File: config.mk
export PLATFORM = sky130hd
export DESIGN_NAME = count_tracker
export DESIGN_NICKNAME = d
export VERILOG_FILES = /design/src/rtl/count_tracker_pkg.sv /design/src/rtl/count_tracker_rise_detect.sv /design/src/rtl/count_tracker.sv
export SDC_FILE = /design/constraint.sdc
export NUM_CORES = 1
export LEC_CHECK = 0
export CORE_UTILIZATION = 33
export CTS_BUF_LIST = sky130_fd_sc_hd__clkbuf_4 sky130_fd_sc_hd__clkbuf_8
export CTS_CLUSTER_DIAMETER = 30
export CTS_CLUSTER_SIZE = 14
export DETAILED_ROUTE_END_ITERATION = 12
export GPL_TIMING_DRIVEN = 1
export PLACE_DENSITY = 0.52
export SKIP_CTS_REPAIR_TIMING = 1
export SYNTH_ARGS = -nofsm -noshare
export SYNTH_HDL_FRONTEND = slang
export SYNTH_HIERARCHICAL = 1
export SYNTH_SLANG_ARGS = --single-unit
File: constraint.sdc
create_clock -name clk -period 2.68 [get_ports clk]
set_clock_uncertainty 0.2 [all_clocks]
set_input_delay 0.268 -clock clk [delete_from_list [all_inputs] [get_ports clk]]
set_output_delay 0.268 -clock clk [all_outputs]
set_load 0.05 [all_outputs]
File: src/rtl/count_tracker_pkg.sv
// Shared encodings and default widths for the count_tracker observer.
package count_tracker_pkg;

    localparam int W_DEF  = 4;
    localparam int PW_DEF = 8;

    typedef enum logic [2:0] {
        S_INIT,
        S_PRIME,
        S_TRACK_UP,
        S_TRACK_DN,
        S_ERR
    } state_t;

    typedef enum logic [1:0] {
        STEP_UP,
        STEP_DN,
        STEP_HOLD,
        STEP_JUMP
    } step_t;

    function automatic logic is_track(input state_t s);
        return (s == S_TRACK_UP) || (s == S_TRACK_DN);
    endfunction

endpackage

File: src/rtl/count_tracker_rise_detect.sv
// Rising-edge detector: registers the input and flags a 0->1 transition.
module rise_detect (
    input  logic clk,
    input  logic reset,
    input  logic d,
    output logic rise
);

    logic d_q;

    // NOTE: sequential state uses non-blocking assignments so every flop samples pre-edge values.
    always_ff @(posedge clk or negedge reset) begin
        if (!reset) begin
            d_q <= 1'b0;
        end else begin
            d_q <= d;
        end
    end

    assign rise = d & ~d_q;

endmodule

File: src/rtl/count_tracker.sv
// Observes an up/down counter: classifies each step, tracks direction,
// turns rco into wrap events, counts wraps and measures the wrap period.
module count_tracker
    import count_tracker_pkg::*;
#(
    parameter int W  = W_DEF,
    parameter int PW = PW_DEF
) (
    input  logic          clk,
    input  logic          reset,
    input  logic [W-1:0]  count,
    input  logic          rco,
    output logic          dir,
    output logic          dir_valid,
    output logic          err,
    output logic          err_sticky,
    output logic          wrap_pulse,
    output logic [PW-1:0] wrap_cnt,
    output logic [PW-1:0] period,
    output logic          period_valid
);

    state_t        state;
    step_t         step;
    logic [W-1:0]  prev_count;
    logic [W-1:0]  delta;
    logic [PW-1:0] cyc_cnt;
    logic          measuring;
    logic          rco_rise;
    logic          jump;
    logic          wrap_event;

    rise_detect u_rco_rise (
        .clk   (clk),
        .reset (reset),
        .d     (rco),
        .rise  (rco_rise)
    );

    // NOTE: every always_comb output gets a default first so no latch can be inferred.
    always_comb begin
        step  = STEP_JUMP;
        delta = count - prev_count;
        if (delta == W'(1)) begin
            step = STEP_UP;
        end else if (delta == {W{1'b1}}) begin
            step = STEP_DN;
        end else if (delta == '0) begin
            step = STEP_HOLD;
        end
    end

    // A jump outranks a simultaneous rco edge: it leaves tracking, so no wrap.
    assign jump       = (state != S_INIT) && (step == STEP_JUMP);
    assign wrap_event = rco_rise && is_track(state) && !jump;

    always_ff @(posedge clk or negedge reset) begin
        if (!reset) begin
            state        <= S_INIT;
            prev_count   <= '0;
            dir          <= 1'b0;
            dir_valid    <= 1'b0;
            err          <= 1'b0;
            err_sticky   <= 1'b0;
            wrap_pulse   <= 1'b0;
            wrap_cnt     <= '0;
            period       <= '0;
            period_valid <= 1'b0;
            cyc_cnt      <= '0;
            measuring    <= 1'b0;
        end else begin
            prev_count <= count;
            wrap_pulse <= wrap_event;
            err        <= jump;
            if (jump) begin
                err_sticky <= 1'b1;
            end

            // Outside INIT the next state depends only on the step: UP/DN pick a
            // tracking state, JUMP lands in ERR, HOLD keeps the current state.
            if (state == S_INIT) begin
                state <= S_PRIME;
            end else begin
                unique case (step)
                    STEP_UP: begin
                        state     <= S_TRACK_UP;
                        dir       <= 1'b0;
                        dir_valid <= 1'b1;
                    end
                    STEP_DN: begin
                        state     <= S_TRACK_DN;
                        dir       <= 1'b1;
                        dir_valid <= 1'b1;
                    end
                    STEP_HOLD: begin
                    end
                    STEP_JUMP: begin
                        state     <= S_ERR;
                        dir_valid <= 1'b0;
                    end
                endcase
            end

            // Period runs from one wrap to the next; an error drops the reference wrap.
            if (jump) begin
                measuring <= 1'b0;
            end else if (wrap_event) begin
                if (wrap_cnt != {PW{1'b1}}) begin
                    wrap_cnt <= wrap_cnt + 1'b1;
                end
                if (measuring) begin
                    period       <= cyc_cnt;
                    period_valid <= 1'b1;
                end
                measuring <= 1'b1;
                cyc_cnt   <= PW'(1);
            end else if (measuring && (cyc_cnt != {PW{1'b1}})) begin
                cyc_cnt <= cyc_cnt + 1'b1;
            end
        end
    end

endmodule

# Word-level counts from Yosys, hierarchy flattened
# Index checks and enable logic that the tools add are counted.
[totals]
ff_bits = 39
inputBits = 7
output_inout_bits = 22
elab_cells = 60
[op_classes]
n_eq_ne = 8
add_sub_neg = 3
n_mux = 11
bitwise_logic = 4
reduce_logical = 21
[op_table]
columns = ["cell", "count"]
rows = [
  ["8-bit by 1-bit adder with 8-bit output (second input constant)", 2],
  ["8-bit two-way mux", 2],
  ["8-bit != test (second input constant)", 2],
  ["3-bit case mux with 3 select lines", 1],
  ["2-bit nonzero test", 4],
  ["3-bit by 2-bit equality test with 1-bit output (second input constant)", 2],
  ["2-bit AND reduction", 3],
  ["3-bit AND reduction", 2],
  ["4-bit by 1-bit equality test with 1-bit output (second input constant)", 1],
  ["4-bit equality test (second input constant)", 1],
  ["1-bit logical AND", 4],
  ["4-bit logical NOT", 1],
  ["2-bit two-way mux", 2],
  ["1-bit case mux with 2 select lines", 2],
  ["4-bit nonzero test", 1],
  ["4-bit subtractor", 1],
  ["3-bit logical NOT", 1],
  ["1-bit two-way mux", 3],
  ["3-bit two-way mux", 1],
  ["1-bit inverter", 3],
  ["3-bit nonzero test", 1],
  ["2-bit by 1-bit equality test with 1-bit output (second input constant)", 1],
  ["2-bit equality test (second input constant)", 1],
  ["2-bit logical NOT", 1],
  ["4 further kinds", 4],
]

# Logic depth before layout (Yosys ltp)
[depth]
ltp_word = 11
depth_mapped = 12
depth_no_buf = 11

# By module
# Netlist, hierarchy kept.
[by_module_without_submodules]
columns = ["module", "instances", "cells_per_inst", "seq_area_each_um2", "area_per_inst_um2"]
rows = [
  ["count_tracker", 1, 159, 950.9, 1858.0],
  ["rise_detect", 1, 2, 25.0, 38.8],
]

# Worst setup path after synthesis
# No wires, ideal clock.
[synth_timing]
path_kind = "in2reg"
from = "input count[0]"
to = "register wrap_cnt[7]"
t_required_ns = 2.352
setup_slack_ns = 0.071
setup_time_ns = 0.128
path_buffers = 0
stages = 11
arrival_time_ns = 2.282
cell_sequence = "inv_1 -> ha_1 -> inv_1 -> fa_1 -> xor2_1 -> inv_1 -> a2111oi_4 -> a211o_4 -> inv_4 -> nor4b_4 -> mux2_1"
[synth_between]
elab_chain_len = 10
elab_cells_between_ends = 13
classes_between = "add/sub (1); eq/ne (3); mux (3); bitwise (1); reduce/logical (5)"
[synth_rtl]
columns = ["element", "line_no", "text"]
rows = [
  ["start: declaration", "count_tracker.sv:11", "input logic [W-1:0] count,"],
  ["4-bit subtractor (*)", "count_tracker.sv:43", "delta = count - prev_count;"],
  ["4-bit logical NOT", "count_tracker.sv:48", "end else if (delta == '0) begin"],
  ["1-bit two-way mux", "count_tracker.sv:48", ""],
  ["2-bit two-way mux", "count_tracker.sv:46", "end else if (delta == {W{1'b1}}) begin"],
  ["2-bit two-way mux (*)", "count_tracker.sv:44", "if (delta == W'(1)) begin"],
  ["2-bit equality test (*)", "count_tracker.sv:54", "assign jump = (state != S_INIT) && (step == STEP_JUMP);"],
  ["1-bit logical AND (*)", "count_tracker.sv:54", ""],
  ["1-bit logical NOT", "count_tracker.sv:55", "assign wrap_event = rco_rise && is_track(state) && !jump;"],
  ["1-bit logical AND", "count_tracker.sv:55", ""],
  ["3-bit AND reduction (no line) (*)", "n/a", ""],
  ["end signal: assignment", "count_tracker.sv:109", "wrap_cnt <= wrap_cnt + 1'b1;"],
  ["end: declaration", "count_tracker.sv:18", "output logic [PW-1:0] wrap_cnt,"],
]
# Every way passes the cells marked *; elsewhere a longest branch is shown, timed or not.
# A chain may end at the register's enable or synchronous reset.

# Worst setup path after layout
[layout_timing]
from = "register prev_count[0]"
to = "register period[1]"
[layout_between]
elab_chain_len = 10
elab_cells_between_ends = 13
classes_between = "add/sub (1); eq/ne (3); mux (3); bitwise (1); reduce/logical (5)"
[layout_rtl]
columns = ["element", "line_no", "text"]
rows = [
  ["start: declaration", "count_tracker.sv:25", "logic [W-1:0] prev_count;"],
  ["start signal: assignment", "count_tracker.sv:72", "prev_count <= count;"],
  ["4-bit subtractor (*)", "count_tracker.sv:43", ""],
  ["4-bit logical NOT", "count_tracker.sv:48", ""],
  ["1-bit two-way mux", "count_tracker.sv:48", ""],
  ["2-bit two-way mux", "count_tracker.sv:46", ""],
  ["2-bit two-way mux (*)", "count_tracker.sv:44", ""],
  ["2-bit equality test (*)", "count_tracker.sv:54", ""],
  ["1-bit logical AND (*)", "count_tracker.sv:54", ""],
  ["1-bit logical NOT", "count_tracker.sv:55", ""],
  ["1-bit logical AND", "count_tracker.sv:55", ""],
  ["3-bit AND reduction (no line) (*)", "n/a", ""],
  ["end signal: assignment", "count_tracker.sv:112", "period <= cyc_cnt;"],
  ["end: declaration", "count_tracker.sv:19", "output logic [PW-1:0] period,"],
]
# Marked as above.

==> impl_metrics.toml <==
[run_status]
status = "completed"

[final_layout]
area_growth_pct = 31.6
final_area_um2 = 2500
final_cells = 279
drive_above_1_share_pct = 24.6
nets = 219
antenna_cells = 0

[setup_path]
arrival_ns = 2.63
reg2reg_to = "period[1]$_DFFE_PN0P_"
cp-end-kind = "flop"
slowest_delay_ns = 0.57
r2r_slack_ns = 0.02
crit_fanout = 9
worstRegToRegCells = 9
worst-endpoint-required_ns = 2.65
r2r_start = "prev_count[0]$_DFF_PN0_"
critPathLaunchType = "flop"
worstSetupPathType = "flop to flop"
crit_top_cell = "inv_2"
path_cells = "ha_2 -> inv_2 -> fa_2 -> inv_2 -> a2111oi_4 -> a211o_4 -> and3_4 -> buf_12 -> mux2_4"
cp_slowest_cell = "fa_2"

[clock_network]
numCtsBuffers = 5
clock_latency_ns = 0.28
cts_tree = "yes"
clk_pin_slew_worst_paths_ns = 0.07
clock_sinks = 39
cts_buffer_depth = 2
htree_levels = 2
clockRootBuffer = "clkbuf_8"

[logic_synthesis]
syn_inst = 161
yosysMostFrequentCell = "dfrtp_1"
synth_edf_count = 0
synth_fp_nets = 174
synth_cell_type_count = 45
synth.avg_cell_area_um2 = 11.8
seq_area_frac_synth_pct = 51.5
synth_flop_cell = "dfrtp_1"
syn_area_um2 = 1900
ys_warn_count = 6
ys_ff_latch = 39
synth_common_cells = "dfrtp_1, nor2_1, nand2_1, mux2_4"
async_flop_share_pct = 100
synth_top_area_share_pct = 51.5
yosysTopAreaCell = "dfrtp_1"
synth_area_leaders = "dfrtp_1, mux2_4, nor2_1, ha_1, nand2_1"

[power]
peakVddDrop_v = 0.000389
cellPowerDensity_nw_per_um2 = 606
power_mw = 1.51
leakagePower_nw = 1.15

[sta]
worst_pin_slew_ns = 0.867
hold_violations = 0
rsz0062_at_grt = "true"
finalSetupViolCount = 0
holdWs_ns = 0.258
fin_crit_sh_pct = 99.2
max_slew_margin_pct = 42.2
min_period_ns = 2.66
fmax_mhz = 376
slew_viol_final = 0

[routing]
wire_per_inst_um = 14.0
remaining_drc_errors = 0
viasPerCell = 4.81
drtIter0Drc = 66
wl_um = 3910
vias = 1343
first_pass_iters = 4
ant_nets = 0

[placement]
portBuffers = 28
post-place-cells = 268
routabilityCongestion = 0.774
dp_hpwl_um = 2740
dpl_cell_area_um2 = 2330

[global_routing]
grt_max_degree = 40
grt_pass1_vias = 1383
track_usage_pct = 14.1
antenna_found_initial = 0
grt_pass1_wl_um = 6570
globalRouteOverflowTotal = 0

[job]
cap_violations = 0

[floorplanning]
die_area_um2 = 6060
die_w_um = 77.8
core_um2 = 5510
io_pins = 29
die_h_um = 77.8
rows = 27
initial_core_util_pct = 34.4

[min_path]
hold_path_class = "primary input to flop"
worstHoldStart = "rco"
worstHoldPathCells = 1
hold_end = "u_rco_rise/d_q$_DFF_PN0_"
## layer usage
metal / global-route usage (%) / up-vias / share of wire, % / wire length (µm)
met1: 19.0 / 659 / 48 / 1880
met2: 20.8 / 25 / 46 / 1800
met5: 0 / - / 0 / 0
met3: 3.88 / 7 / 3.9 / 153
li1: - / 652 / - / -
met4: 6.98 / 0 / 1.9 / 76
## worst max-delay path, delay by kind of cell, from the launching register on
family / cells / cell delay (ns)
fa+ha+maj: 2 / 0.75
simple gates: 1 / 0.20
flops: 1 / 0.34
compound gates: 2 / 0.54
buf+inv: 3 / 0.22
mux: 1 / 0.30
## metrics by stage
step                      utilization (%)  TNS [ns]  worst slack (ns)
after detailed placement             42.2     -9.74            -0.493
after floorplan                         -         0            0.0705
final                                45.3         0            0.0210
after CTS                            44.1     -2.36            -0.193
after global placement               42.2     -7.79            -0.436
after global routing                 45.3     -1.02            -0.107
## cell usage in the layout (no fill, tap or decap), drive strengths merged, types with 2 or more instances in the layout
master / count
a21o: 2
xor2: 4
and3: 3
nor3: 2
dfrtp: 39
ha: 5
nor2: 18
clkdlybuf4s50: 26
nor3b: 2
xnor2: 4
nand3: 7
mux2: 10
a21oi: 7
a211o: 2
inv: 8
nand2: 12
buf: 13
clkbuf: 8
nor4b: 4
nand4: 4
dlygate4sd3: 2
or2: 3
o21ai: 4
## flip-flops by register name, summed over array words and instances, names as in the netlist
name            flops
state               3
cyc_cnt             8
measuring           1
u_rco_rise/d_q      1
period              8
dir                 1
period_valid        1
wrap_cnt            8
prev_count          4
wrap_pulse          1
dir_valid           1
err                 1
err_sticky          1
## final cells by class
class | instances | area (µm²)
clock buffer | 8 | 104
fill | 506 | 3010
inverter | 8 | 32.5
multi-input combinational | 110 | 893
sequential | 39 | 976
tap | 72 | 90.1
timing repair buffer | 42 | 400
## report_power, final
part	internal (mW)	switching [mW]	leakage, nW
logic	0.161	0.234	0.581
registers	0.634	0.0378	0.512
clock network	0.245	0.200	0.0549
total	1.04	0.472	1.15
## worst max path at each step
stage,start,end,slack [ns],depth (start not counted)
floorplan,count[0],wrap_cnt[7]$_DFFE_PN0P_,0.07,11
global placement,count[0],wrap_cnt[7]$_DFFE_PN0P_,-0.44,12
detailed placement,count[0],period[1]$_DFFE_PN0P_,-0.49,12
CTS,count[0],period[1]$_DFFE_PN0P_,-0.19,12
global route,prev_count[0]$_DFF_PN0_,wrap_cnt[7]$_DFFE_PN0P_,-0.11,10
finish,prev_count[0]$_DFF_PN0_,period[1]$_DFFE_PN0P_,0.02,9
## kinds of logic (layout without fill, tap and decap cells)
kind of cell / after synthesis / in the layout / share of synthesized area, %
and+or+nand+nor: 61 / 61 / 19.0
DFF: 39 / 39 / 51.5
AOI/OAI and AO/OA: 24 / 24 / 10.1
buffers and inverters: 12 / 58 / 3.36
muxes: 11 / 11 / 8.05
xor gates and xnor gates: 8 / 8 / 3.69
adders and majority gates: 6 / 6 / 4.35
Power figures use the tool's default switching activity.
